==> src/rtl/sbox_sched_pkg.sv <==
// Shared types for the byte-serial masked S-box scheduler: FSM states, byte
// index and the {valid, idx} tag that travels beside each in-flight byte.
package sbox_sched_pkg;

    localparam int NBYTES = 16;

    typedef logic [3:0] byte_idx_t;

    typedef enum logic [1:0] {
        IDLE,
        ISSUE,
        DRAIN,
        DONE
    } state_t;

    typedef struct packed {
        logic      valid;
        byte_idx_t idx;
    } tag_t;

endpackage

==> src/rtl/sbox_tag_pipe.sv <==
// Fixed-latency tag shift register mirroring the external S-box pipeline.
// It never stalls, so a tag leaves exactly LAT cycles after it entered.
module sbox_tag_pipe
    import sbox_sched_pkg::*;
#(
    parameter int LAT = 3
) (
    input  logic       clk,
    input  logic       rst,
    input  logic       tag_vld,
    input  logic [3:0] tag_idx,
    output logic       ret_vld,
    output logic [3:0] ret_idx
);

    tag_t pipe [LAT];

    always_ff @(posedge clk or posedge rst) begin
        if (rst) begin
            for (int i = 0; i < LAT; i++) begin
                pipe[i] <= '0;
            end
        end else begin
            pipe[0] <= '{valid: tag_vld, idx: tag_idx};
            for (int i = 1; i < LAT; i++) begin
                pipe[i] <= pipe[i-1];
            end
        end
    end

    assign ret_vld = pipe[LAT-1].valid;
    assign ret_idx = pipe[LAT-1].idx;

endmodule

==> src/rtl/sbox_byte_scheduler.sv <==
// Byte-serial scheduler feeding a two-share state through an external masked
// S-box pipeline. Optional SBOX_SHARE_REFRESH_EN remasks each issued byte pair.
module sbox_byte_scheduler
    import sbox_sched_pkg::*;
#(
    parameter int LAT   = 3,
    parameter int RND_W = 8
) (
    input  logic               clk,
    input  logic               rst,
    input  logic               in_valid,
    output logic               in_ready,
    input  logic [127:0]       st0,
    input  logic [127:0]       st1,
`ifdef SBOX_SHARE_REFRESH_EN
    input  logic [RND_W+7:0]   rnd_in,
`else
    input  logic [RND_W-1:0]   rnd_in,
`endif
    input  logic               rnd_valid,
    output logic               rnd_ready,
    output logic               sbox_vld,
    output logic [7:0]         sbox_in0,
    output logic [7:0]         sbox_in1,
    output logic [RND_W-1:0]   sbox_rnd,
    input  logic [7:0]         sbox_out0,
    input  logic [7:0]         sbox_out1,
    output logic               out_valid,
    input  logic               out_ready,
    output logic [127:0]       so0,
    output logic [127:0]       so1
);

    state_t       state;
    state_t       state_nxt;
    byte_idx_t    issue_idx;
    logic [4:0]   done_cnt;
    logic [127:0] sh0;
    logic [127:0] sh1;
    logic [127:0] buf0;
    logic [127:0] buf1;
    logic         issue;
    logic         load;
    logic         ret_vld;
    logic [3:0]   ret_idx;
    logic [7:0]   b0;
    logic [7:0]   b1;
    logic [7:0]   mask;

    always_comb begin
        state_nxt = state;
        in_ready  = 1'b0;
        out_valid = 1'b0;
        issue     = 1'b0;
        case (state)
            IDLE: begin
                in_ready = 1'b1;
                if (in_valid) state_nxt = ISSUE;
            end
            ISSUE: begin
                issue = rnd_valid;
                if (rnd_valid && issue_idx == 4'(NBYTES - 1)) state_nxt = DRAIN;
            end
            DRAIN: begin
                if (done_cnt == 5'(NBYTES)) state_nxt = DONE;
            end
            DONE: begin
                out_valid = 1'b1;
                if (out_ready) state_nxt = IDLE;
            end
            default: state_nxt = IDLE;
        endcase
    end

    assign load = in_valid & in_ready;

    // Each share is indexed on its own; the two never meet in this block.
    assign b0 = sh0[{issue_idx, 3'b000} +: 8];
    assign b1 = sh1[{issue_idx, 3'b000} +: 8];

`ifdef SBOX_SHARE_REFRESH_EN
    assign mask = rnd_in[RND_W+7:RND_W];
`else
    assign mask = 8'h00;
`endif

    // Outside an issue the S-box inputs sit at zero so stale shares never toggle them.
    assign sbox_in0  = issue ? (b0 ^ mask) : 8'h00;
    assign sbox_in1  = issue ? (b1 ^ mask) : 8'h00;
    assign sbox_vld  = issue;
    assign rnd_ready = issue;
    assign sbox_rnd  = rnd_in[RND_W-1:0];
    assign so0       = buf0;
    assign so1       = buf1;

    always_ff @(posedge clk or posedge rst) begin
        if (rst) begin
            state     <= IDLE;
            issue_idx <= '0;
            done_cnt  <= '0;
            buf0      <= '0;
            buf1      <= '0;
        end else begin
            state <= state_nxt;
            if (load) begin
                issue_idx <= '0;
                done_cnt  <= '0;
                buf0      <= '0;
                buf1      <= '0;
            end else begin
                if (issue) issue_idx <= issue_idx + 4'd1;
                if (ret_vld) begin
                    buf0[{ret_idx, 3'b000} +: 8] <= sbox_out0;
                    buf1[{ret_idx, 3'b000} +: 8] <= sbox_out1;
                    done_cnt <= done_cnt + 5'd1;
                end
            end
        end
    end

    always_ff @(posedge clk) begin
        if (load) begin
            sh0 <= st0;
            sh1 <= st1;
        end
    end

    sbox_tag_pipe #(
        .LAT (LAT)
    ) u_tag_pipe (
        .clk     (clk),
        .rst     (rst),
        .tag_vld (issue),
        .tag_idx (issue_idx),
        .ret_vld (ret_vld),
        .ret_idx (ret_idx)
    );

endmodule

==> config.mk <==
export PLATFORM = sky130hd
export DESIGN_NAME = sbox_byte_scheduler
export DESIGN_NICKNAME = d
export VERILOG_FILES = /design/src/rtl/sbox_sched_pkg.sv /design/src/rtl/sbox_tag_pipe.sv /design/src/rtl/sbox_byte_scheduler.sv
export SDC_FILE = /design/constraint.sdc
export NUM_CORES = 1
export LEC_CHECK = 0
export ABC_AREA = 1
export BUFFER_PORTS_ARGS = -buffer_cell sky130_fd_sc_hd__buf_2
export CORE_ASPECT_RATIO = 0.8
export CORE_MARGIN = 5
export CORE_UTILIZATION = 30
export DETAILED_ROUTE_END_ITERATION = 10
export HOLD_SLACK_MARGIN = 0.03
export PLACE_DENSITY = 0.57
export RECOVER_POWER = 50
export SLEW_MARGIN = 40
export SYNTH_ARGS = -nofsm -noshare
export SYNTH_HDL_FRONTEND = slang
export SYNTH_SLANG_ARGS = --single-unit
==> constraint.sdc <==
create_clock -name clk -period 16.5 [get_ports clk]
set_input_delay 0.825 -clock clk [delete_from_list [all_inputs] [get_ports clk]]
set_output_delay 0.825 -clock clk [all_outputs]
set_load 0.1 [all_outputs]
==> After elaboration in Yosys (flattened, before gate mapping) <==
Cells that the tools add are included.
{ "totals": {"reg_bits": 538, "elab_cells": 56, "out_inout_bits": 284, "input_bits": 285} }
{ "op_classes": {"reduce_logical": 5, "shifts": 5, "addsub": 3, "bitwise": 1, "eq_ne": 9, "mux": 20} }
{ "op_table": {"columns": ["cell", "n"], "rows": [
  ["128-bit 2-to-1 mux", 4],
  ["128-bit bitwise mux", 2],
  ["128-bit by 8-bit variable part select with 8-bit output", 2],
  ["8-bit by 9-bit variable part select with 128-bit output", 2],
  ["8-bit by 9-bit variable shift with 128-bit output, first input constant", 1],
  ["8-bit 2-to-1 mux", 2],
  ["5-bit 2-to-1 mux", 2],
  ["7-bit negation with 9-bit output", 1],
  ["2-bit 2-to-1 mux", 4],
  ["4-bit 2-to-1 mux", 2],
  ["2-bit inequality test, second input constant", 4],
  ["2-bit case mux with 4 select lines", 1],
  ["5-bit by 1-bit adder with 5-bit output, second input constant", 1],
  ["5-bit == test, second input constant", 1],
  ["4-bit by 1-bit adder with 4-bit output, second input constant", 1],
  ["2-bit == test, second input constant", 2],
  ["4-bit == test, second input constant", 1],
  ["4-bit AND reduction", 1],
  ["2-bit nonzero test", 2],
  ["1-bit 2-to-1 mux", 3],
  ["2-bit by 1-bit == test with 1-bit output, second input constant", 1],
  ["2-bit logical NOT", 1],
  ["1-bit AND", 1],
  ["1-bit logical AND", 1]
]} }

==> Depth between registers and ports, before layout <==
Gate-level depths: netlist of the first run.
{ "depth": {"ltp_word": 5, "depth_mapped": 13, "depth_no_buf": 12} }

==> By module <==
A second synthesis of the first run with hierarchy kept.
{ "unflattened": {"cells_unflattened": 2437, "hier_area_um2": 23139.7} }
{ "modules_own_cells": {"columns": ["module", "instances", "cells_per_inst", "seq_area_each_um2", "area_each_um2"], "rows": [
  ["sbox_byte_scheduler", 1, 2417, 14368.8, 22730.6],
  ["sbox_tag_pipe", 1, 20, 375.4, 409.1]
]} }

==> Worst setup path after synthesis of the first run <==
Ideal clock, no wire load.
{ "synth_path": {"path_type": "register to register", "start": "register state[0]", "end": "register buf0[0], in the netlist so0[0]", "required_time_ps": 16373, "setup_slack_ps": 8427, "path_buffers": 0, "arrival_ps": 7946, "stages_incl_launch_ff": 8, "synth_period_minus_slack_ps": 8073, "setup_time_ps": 127, "path_cell_list": "dfrtp_1 -> inv_1 -> ha_1 -> nand2_1 -> inv_1 -> nor2_1 -> nand2_1 -> nand2_1"} }
{ "synth_between": {"elab_chain_cells": 4, "word_cells_on_any_way": 5, "classes_between": "mux (2); bitwise (1); reduce/logical (2)"} }
{ "synth_rtl": {"columns": ["item", "line_no", "text"], "rows": [
  ["start: declaration", "sbox_byte_scheduler.sv:34", "state_t state;"],
  ["start signal: assignment", "sbox_byte_scheduler.sv:104", "state <= state_nxt;"],
  ["2-bit logical NOT *", "sbox_byte_scheduler.sv:55", "case (state)"],
  ["1-bit 2-to-1 mux *", "sbox_byte_scheduler.sv:55", null],
  ["net in_ready", "sbox_byte_scheduler.sv:12", "output logic in_ready,"],
  ["1-bit AND *", "sbox_byte_scheduler.sv:75", "assign load = in_valid & in_ready;"],
  ["net load", "sbox_byte_scheduler.sv:43", "logic load;"],
  ["128-bit 2-to-1 mux / 2-bit nonzero test (equally long branches)", null, null],
  ["end signal: indexed assignment", "sbox_byte_scheduler.sv:113", "buf0[{ret_idx, 3'b000} +: 8] <= sbox_out0;"],
  ["end: declaration", "sbox_byte_scheduler.sv:40", "logic [127:0] buf0;"]
]} }
The timed path passes the listed nets; every way through them passes the cells marked *.
A chain may end at the register's enable or synchronous reset.

==> flow_summary.toml, run 1 <==
[synth]
ys_top_cells_by_area = "edfxtp_1 33%, dfrtp_1 31%, nand2_1 12%"
synth-seq-cells = 538
synth_flop_cell = "dfrtp_1"
synth_async_sr_flop_share = 0.524
syn-num-nets = 2683
synth.avg_cell_area_um2 = 9.67
synthTopCellsByCount = "749 x nand2_1, 474 x nand3_1, 282 x dfrtp_1, 256 x edfxtp_1, 176 x inv_1"
yosysMostFrequentCell = "nand2_1"
synth-edff-count = 256
seq_area_frac_synth = 0.638
netlist.area_leader.share = 0.333
postSynthCellCount = 2388
yosys.area.top_type = "edfxtp_1"
ys_types = 34
syn_area_um2 = 23100
ys_warn_count = 0

[critical_path]
ff2ff_path_depth = 7
r2r-end = "sh0[97]"
reg2reg_slack_ps = 9900
cp-startpoint = "rst"
worstPathRequired_ps = 16250
cp-endpoint = "u_tag_pipe.ret_idx[0]"
reg2reg_from = "state[0]"
cp-start-kind = "input pin"
path_class = "input pin to asynchronous set/reset pin"
cp-end-kind = "asynchronous set/reset pin"
worstPathArrival_ps = 8450
crit_fanout = 89

[cts]
numCtsBuffers = 58
postCtsHoldBufs = 0
cts_tree = "built"
clk_pin_slew_worst_paths_ps = 60
htreeDepth = 2
clock_latency_ps = 640
cts-root-buf = "clkbuf_16"
cts_sinks = 538
clockBufferDepth = 3
cts_setup_buffers = 0
cts_resized = 0

[cells_and_area]
layout.area.seq_um2 = 14800
fin_nets = 3155
area_growth_pct = 22.7
drive_gt1_frac = 0.197
n_fill_cell = 7962
multi_input_area_um2 = 6940

[job]
cap_violations = 9

[global_routing]
grt_max_degree = 99
grt_usage = 0.186
antenna_found_initial = 11
grt_pass1_vias = 18000
grt_pass1_wl_mm = 118
grt_overflow = 0

[floorplan]
die_w_um = 320
die_area_um2 = 82700
die_height_um = 258
initial_core_util = 0.301
ios = 569
coreArea_um2 = 76700
fp-row-count = 91

[timing]
hold_viol_final = 0
drv_slew = 574
rsz0062_at_grt = "no"
tightest_slew_ps = 4130
clock_skew_ps = 26.4
setup-tns-final_ps = 0
slew_headroom = -1.77
fmax_ghz = 0.115
finalCritPeriodShare = 0.527
setup_violations = 0
fin_crit_ps = 8700
setup_ws_ps = 7800

[power]
leakagePower_uw = 0.0139
ir_worst_vdd_v = 0.0000769
power_density_nw_per_um2 = 99.5

[placement]
place.gp.congestion = 0.867
place_worst_setup_slack_ps = 12130
io_buffers = 552
dp_hpwl_mm = 57.0

[drt]
drtAntennaViolNets = 0
wl_per_cell_um = 20.5
wl_mm = 80.7
via_count = 18800
drt_iter0_drc = 1793
first_pass_iters = 5
remaining_drc_errors = 0
viasPerCell = 4.78

[run_status]
status = "complete, but fails checks"
violations = "capacitance limit, slew limit"

[hold_path]
holdCritPathClass = "register to register"
## cell families (layout without fill, tap and decap cells)
| kind of cell | after synthesis | in the layout | synth area share |
|---|---|---|---|
| AOI/OAI and AO/OA | 89 | 89 | 0.0195 |
| and+or+nand+nor | 1406 | 1406 | 0.276 |
| buffers and inverters | 345 | 866 | 0.0611 |
| other | 0 | 6 | 0 |
| DFF | 538 | 538 | 0.638 |
| adders and majority gates | 10 | 10 | 0.00542 |
## report_power, final
group | total, µW | internal, µW | switching [µW]
clock | 1330 | 764 | 567
sequential | 1410 | 1410 | 1.02
combinational | 82.4 | 23.6 | 58.8
## sequential cells by signal, summed over array words and instances, names as in the netlist
signal,count
sh0,128
sh1,128
so0,128
so1,128
u_tag_pipe.pipe,10
done_cnt,5
issue_idx,4
u_tag_pipe.ret_idx,4
state,2
u_tag_pipe.ret_vld,1
## cell type report
class                           instances  share of cell area
Multi-Input combinational cell       1505               0.245
Clock buffer                           81              0.0582
Tap cell                             1023              0.0451
Timing Repair Buffer                  569              0.0957
Inverter                              188              0.0252
Sequential cell                       538               0.520
Clock inverter                         28              0.0102
Antenna cell                            6            0.000529
## cells in the final DEF, fill, tap and decap left out, types with 23 or more instances in the layout
| cell type | synthesis | final |
|---|---|---|
| nand2_1 | 749 | 749 |
| nand3_1 | 474 | 474 |
| buf_2 | 35 | 405 |
| dfrtp_1 | 282 | 279 |
| edfxtp_1 | 256 | 256 |
| inv_1 | 176 | 172 |
| clkbuf_1 | 87 | 163 |
| nand4_1 | 70 | 70 |
| clkbuf_16 | 0 | 58 |
| o21ai_0 | 54 | 54 |
| nor2_1 | 45 | 45 |
| a21oi_1 | 23 | 23 |
## worst max-delay path: stages
cell        delay, ps
buf_2             100
clkinvlp_2       2290
clkbuf_1         2630
clkbuf_1         2480
## layer usage
layer / part of all wire / GRT usage / up-vias / wire length [µm]
met5: 0.00048 / 0 / - / 39
met4: 0.032 / 0.0586 / 6 / 2620
met3: 0.075 / 0.0375 / 134 / 6050
met2: 0.46 / 0.297 / 757 / 37300
met1: 0.43 / 0.256 / 9024 / 34700
li1: - / - / 8896 / -
## worst min-delay path by stage
stage | startpoint | end | depth (start not counted)
finish | u_tag_pipe.pipe[6] | u_tag_pipe.ret_idx[1] | 0
detailed placement | u_tag_pipe.pipe[11] | u_tag_pipe.pipe[6] | 0
CTS | rst | so0[88] | 2
floorplan | u_tag_pipe.pipe[10] | u_tag_pipe.pipe[5] | 0
global route | st1[57] | sh1[57] | 1
global placement | u_tag_pipe.pipe[11] | u_tag_pipe.pipe[6] | 0
## through the flow
stage / area [µm²] / power (µW) / hold slack (ps) / util / cells
after floorplan: 23100 / 1480 / 331 / - / 2388
after global placement: 26600 / 1520 / 332 / 0.347 / 3823
after detailed placement: 26600 / 1520 / 335 / 0.347 / 3823
after CTS: 28600 / 2860 / 296 / 0.372 / 3932
after global routing: 28300 / 2910 / 329 / 0.369 / 3935
final: 28400 / 2820 / 346 / 0.370 / 3938
Power figures use the tool's default switching activity.
==> run 2: changes to the inputs <==
==> constraint.sdc (replaced) <==
create_clock -name clk -period 8.1 [get_ports clk]
set_input_delay 0.405 -clock clk [delete_from_list [all_inputs] [get_ports clk]]
set_output_delay 0.405 -clock clk [all_outputs]
set_load 0.1 [all_outputs]
==> run 2 against run 1 <==
Net effect:
- the run still ends with capacitance limit, slew limit left
- sequential share of layout area is 4.3 points lower
- non-clock buffer count is 261 higher
- combinational power grew to 3.3 times the previous value
- sequential power is 100% higher
- power is 110% higher
- register-to-register slack worse by 6100 ps
- via count is 8.2% higher
- clock skew is 6.7 ps lower
- worst setup slack worse by 5300 ps
- clock power is 110% higher
- wire length is 7.1% higher
- core utilization is 3.3 points higher
- critical path type is now register to primary output
==> flow_summary.toml, run 2 (synthesis gave the netlist of run 1 again) <==
[drt]
drtAntennaViolNets = 0
remaining_drc_errors = 0
drt_iter0_drc = 1912
first_pass_iters = 6
wl_per_cell_um = 20.6
via_count = 20400
wl_mm = 86.4
viasPerCell = 4.85

[critical_path]
path_class = "register to primary output"
r2r-end = "so1[54]"
ff2ff_path_depth = 8
crit_buf_inv = 3
path_cells = "inv_4 -> buf_6 -> nand2_1 -> nand3_1 -> nand3_1 -> nand3_1 -> a21oi_1 -> buf_2"
reg2reg_slack_ps = 3780
crit_family = "flip-flops"
critPathSlowestCell = "dfrtp_1"
cp-end-kind = "primary output"
worstPathRequired_ps = 7700
cp-start-kind = "register"
max_stage_delay_ps = 1900
crit_fanout = 85
worstPathArrival_ps = 5190
reg2reg_from = "state[0]"
path_common_cell = "nand3_1"

[hold_path]
min_path_cells = 3
min-delay-start = "sbox_out0[0]"
holdCritPathClass = "input pin to register"
worst_hold_path.endpoint = "so0[0]"

[run_status]
status = "complete, but fails checks"
violations = "capacitance limit, slew limit"

[floorplan]
ios = 569
coreArea_um2 = 76700
initial_core_util = 0.301
die_area_um2 = 82700
fp-row-count = 91
die_w_um = 320
die_height_um = 258

[power]
power_density_nw_per_um2 = 190
ir_worst_vdd_v = 0.000183
leakagePower_uw = 0.0147

[cts]
numCtsBuffers = 57
htreeDepth = 2
cts_tree = "built"
cts-root-buf = "clkbuf_16"
clock_latency_ps = 620
cts_sinks = 538
cts_setup_buffers = 0
clockBufferDepth = 3
clk_pin_slew_worst_paths_ps = 60

[timing]
setup-tns-final_ps = 0
slew_headroom = -0.814
tightest_slew_ps = 2720
clock_skew_ps = 19.7
finalCritPeriodShare = 0.691
hold_ws_ps = 181
setup_violations = 0
fin_crit_ps = 5590
drv_slew = 244
fmax_ghz = 0.179
hold_viol_final = 0
rsz0062_at_grt = "no"

[placement]
io_buffers = 552
dp_hpwl_mm = 58.1
place.gp.congestion = 0.856

[job]
cap_violations = 5

[cells_and_area]
mostFrequentLayoutCells = "747 x nand2_1, 474 x nand3_1, 333 x buf_2, 280 x dfrtp_1, 257 x dlygate4sd3_1"
area_growth_pct = 33.8
fin_nets = 3415
drive_gt1_frac = 0.160
final_common_cell = "nand2_1"

[global_routing]
grt_max_degree = 106
grt_overflow = 0
antenna_found_initial = 7
grt_pass1_vias = 20000
grt_usage = 0.202
grt_pass1_wl_mm = 129
[run 2: cell types whose count changed in the layout (fill, tap and decap cells not counted), sizes merged]
cell         change
buf             -67
bufinv           +4
clkbuf          +57
clkinv           +3
diode            -1
dlygate4sd3    +257
inv              +4
[run 2: per-layer routing]
layer	global-route usage	part of all wire
met5	0	0.00015
met2	0.322	0.46
met4	0.0762	0.043
met3	0.0404	0.079
met1	0.273	0.42
[run 2: cell type report]
type	count	area [µm²]
clock inverters	39	437
repair buffers	830	5270
flip-flops and latches	538	14700
well taps	1023	1280
diodes	5	12.5
clock buffers	67	1480
fillers	7655	45800
inverters	188	722
multi-input cells	1505	6960
[run 2: timing repair]
item                      4_1_cts  5_1_grt
hold buffers                  257        0
hold endpoints to repair      289        0
gates resized for setup         0        0
[run 2: report_power, final]
group / switching [µW] / internal [µW]
Combinational: 147 / 130
Clock: 1160 / 1570
Sequential: 2.18 / 2870
[run 2: worst max-delay path by stage]
| stage | startpoint | end | slack [ps] | depth (start not counted) |
|---|---|---|---|---|
| 2_1_floorplan | state[0] | so0[0] | 30 | 7 |
| 3_3_place_gp | issue_idx[0] | sbox_in1[6] | 4310 | 9 |
| 3_5_place_dp | issue_idx[0] | sbox_in1[6] | 4570 | 9 |
| 4_1_cts | issue_idx[0] | sbox_in1[6] | 3880 | 9 |
| 5_1_grt | issue_idx[0] | sbox_in1[0] | 2010 | 8 |
| 6_report | issue_idx[0] | sbox_in1[3] | 2510 | 8 |
[run 2: through the flow]
step                utilization  cell area (µm²)  worst slack, ps  std cells  power [µW]
floorplan                     -            23100             27.3       2388        3010
global placement          0.347            26600             4310       3824        3110
detailed placement        0.348            26700             4570       3825        3110
CTS                       0.406            31200             3880       4188        5950
global route              0.403            30900             2010       4195        6070
finish                    0.403            30900             2510       4195        5880
[run 2: tightest hold or removal path: stages]
cell	delay, ps
buf_2	200
nand2_1	100
nand2_1	50
==> run 3: changes to the inputs <==
--- a/config.mk
+++ b/config.mk
@@ -5,14 +5,14 @@
 export SDC_FILE = /design/constraint.sdc
 export NUM_CORES = 1
 export LEC_CHECK = 0
-export ABC_AREA = 1
+export ABC_AREA = 0
 export BUFFER_PORTS_ARGS = -buffer_cell sky130_fd_sc_hd__buf_2
 export CORE_ASPECT_RATIO = 0.8
 export CORE_MARGIN = 5
 export CORE_UTILIZATION = 30
 export DETAILED_ROUTE_END_ITERATION = 10
 export HOLD_SLACK_MARGIN = 0.03
-export PLACE_DENSITY = 0.57
+export PLACE_DENSITY = 0.59
 export RECOVER_POWER = 50
 export SLEW_MARGIN = 40
 export SYNTH_ARGS = -nofsm -noshare
==> constraint.sdc (replaced) <==
create_clock -name clk -period 4.55 [get_ports clk]
set_input_delay 0.2275 -clock clk [delete_from_list [all_inputs] [get_ports clk]]
set_output_delay 0.2275 -clock clk [all_outputs]
set_load 0.1 [all_outputs]
==> run 3 against run 2 <==
Net effect:
- the flow now finishes without violations
- die area shrank 7.3%
- clock power is 68% higher
- power rose to 2.6 times the previous value
- first-iteration DRC count decreased by 29%
- combinational power increased to 17 times the previous value
- critical endpoint is now sbox_in1[4]
- largest power group unchanged
==> flow_summary.toml, run 3 <==
[power]
p_total_uw = 15400
leakagePower_uw = 0.0125
ir_worst_vdd_v = 0.000344
power_density_nw_per_um2 = 529

[placement]
io_buffers = 552
place_area_um2 = 24900
place.gp.congestion = 0.795
placed_cells = 2745
dp_hpwl_mm = 48.4

[timing]
tightest_slew_ps = 1430
finalCritPeriodShare = 0.802
rsz0062_at_grt = "no"
clock_skew_ps = 28.6
drv_slew = 0
hold_viol_final = 0
setup-tns-final_ps = 0
fmax_ghz = 0.274
slew_headroom = 0.0443
setup_violations = 0
fin_crit_ps = 3650

[synth]
synth-seq-cells = 538
synth-adder-area-share = 0.00586
synth.avg_cell_area_um2 = 15.7
synth_compound_area_frac = 0.112
synthXorXnorAreaFrac = 0.00328
synth_async_sr_flop_share = 0.524
ys_types = 57
synth_top_family_by_area = "compound AO/OA/AOI/OAI gates"
ys_top_cells_by_area = "edfxtp_1 36%, dfrtp_1 33%, a22o_1 6.8%"
muxShareOfSynthArea = 0.100
yosys.area.top_type = "edfxtp_1"
synth_flop_cell = "dfrtp_1"
yosysMostFrequentCell = "dfrtp_1"
netlist.area_leader.share = 0.360
syn-num-nets = 1658
synth-edff-count = 256
ys_warn_count = 0
syn_area_um2 = 21400
postSynthCellCount = 1363
seq_area_frac_synth = 0.690
synthSimpleGateAreaFrac = 0.0523
synthTopCellsByCount = "282 x dfrtp_1, 256 x edfxtp_1, 166 x a22o_1, 135 x mux2i_1, 61 x nor2_1"

[cts]
cts_resized = 0
clock_latency_ps = 610
cts-root-buf = "clkbuf_16"
htreeDepth = 2
clockBufferDepth = 3
cts_sinks = 538
clk_pin_slew_worst_paths_ps = 60
cts_tree = "built"
postCtsHoldBufs = 258
numCtsBuffers = 57
cts_setup_buffers = 0

[job]
cap_violations = 0

[drt]
remaining_drc_errors = 0
viasPerCell = 4.92
via_count = 15400
drt_iter0_drc = 1356
drtAntennaViolNets = 0
wl_per_cell_um = 23.1
first_pass_iters = 5
wl_mm = 71.9

[global_routing]
grt_max_degree = 116
grt_usage = 0.180
grt_use_met3 = 0.0482
use_met2 = 0.309
grt_pass1_wl_mm = 105
grt_pass1_vias = 16200
gr-usage-met1 = 0.223
grt-busiest-layer = "met2"
grt_overflow = 0
antenna_found_initial = 9

[cells_and_area]
layout.area.seq_um2 = 14800
design_area_um2 = 29100
multi_input_area_um2 = 5890
drive_gt1_frac = 0.268
n_fill_cell = 6505
fin_nets = 2425
fin_cells = 3119
area_growth_pct = 36.3
mostFrequentLayoutCells = "377 x buf_2, 279 x dfrtp_1, 258 x dlygate4sd3_1, 256 x edfxtp_1, 184 x clkbuf_1"
final_common_cell = "buf_2"

[critical_path]
worstPathArrival_ps = 3420
cp-end-kind = "primary output"
path_class = "register to primary output"
cp-start-kind = "register"
crit_fanout = 35
worstPathRequired_ps = 4320

[floorplan]
ios = 569
die_height_um = 249
fp-row-count = 87
initial_core_util = 0.303
coreArea_um2 = 70500
die_w_um = 308
die_area_um2 = 76700

[hold_path]
holdCritPathClass = "input pin to register"

[run_status]
status = "completed"
-- run 3: cell types whose count changed after synthesis, sizes merged, moves of 18 or more --
cell    delta
a21oi     +18
a22o     +166
nand4     -64
nand3    -439
buf       +19
mux4      +34
inv      -173
o21ai     -18
clkbuf    -51
nand2    -720
a22oi     +24
mux2i    +135
-- run 3: layout make-up --
cell class,count,share of cell area
Antenna cell,8,0.000688
Clock buffer,72,0.0532
Clock inverter,34,0.0107
Inverter,13,0.00198
Multi-Input combinational cell,687,0.202
Sequential cell,538,0.507
Tap cell,934,0.0401
Timing Repair Buffer,833,0.184
-- run 3: where the power goes --
group          switching (µW)  internal (µW)
registers                 360           5830
clock network            2000           2610
logic                    3340           1260
-- run 3: logic make-up after synthesis --
| family | after synthesis |
|---|---|
| flops | 538 |
| simple gates | 195 |
| fa+ha+maj | 10 |
| mux | 171 |
| buf+inv | 138 |
| compound gates | 303 |
| xor+xnor | 8 |
-- run 3: per-stage QoR --
stage	setup slack [ps]	hold slack, ps	util
finish	901	106	0.413
detailed placement	1510	283	0.352
CTS	827	59.8	0.415
floorplan	109	326	-
global route	772	114	0.413
global placement	1350	333	0.352
-- run 3: worst paths after layout --
path | depth (start not counted) | slack, ps | end | startpoint
min in group asynchronous | 3 | 290 | issue_idx[0] | rst
setup reg to reg | 6 | 1630 | so0[84] | state[0]
max in group asynchronous | 5 | 1460 | so1[67] | rst
hold / removal | 5 | 110 | state[0] | out_ready
setup / recovery | 5 | 900 | sbox_in1[4] | issue_idx[0]
hold reg to reg | 0 | 350 | u_tag_pipe.ret_idx[1] | u_tag_pipe.pipe[6]
-- run 3: layer usage --
metal	up-vias	part of all wire
met5	-	0.00057
met2	729	0.49
met1	7752	0.39
li1	6738	-
met3	135	0.085
met4	6	0.032
-- run 3: worst max-delay path: stages (launching register included) --
cell	delay, ps
dfrtp_4	850
buf_4	490
mux4_2	310
mux2i_1	80
o21ai_0	490
buf_2	540
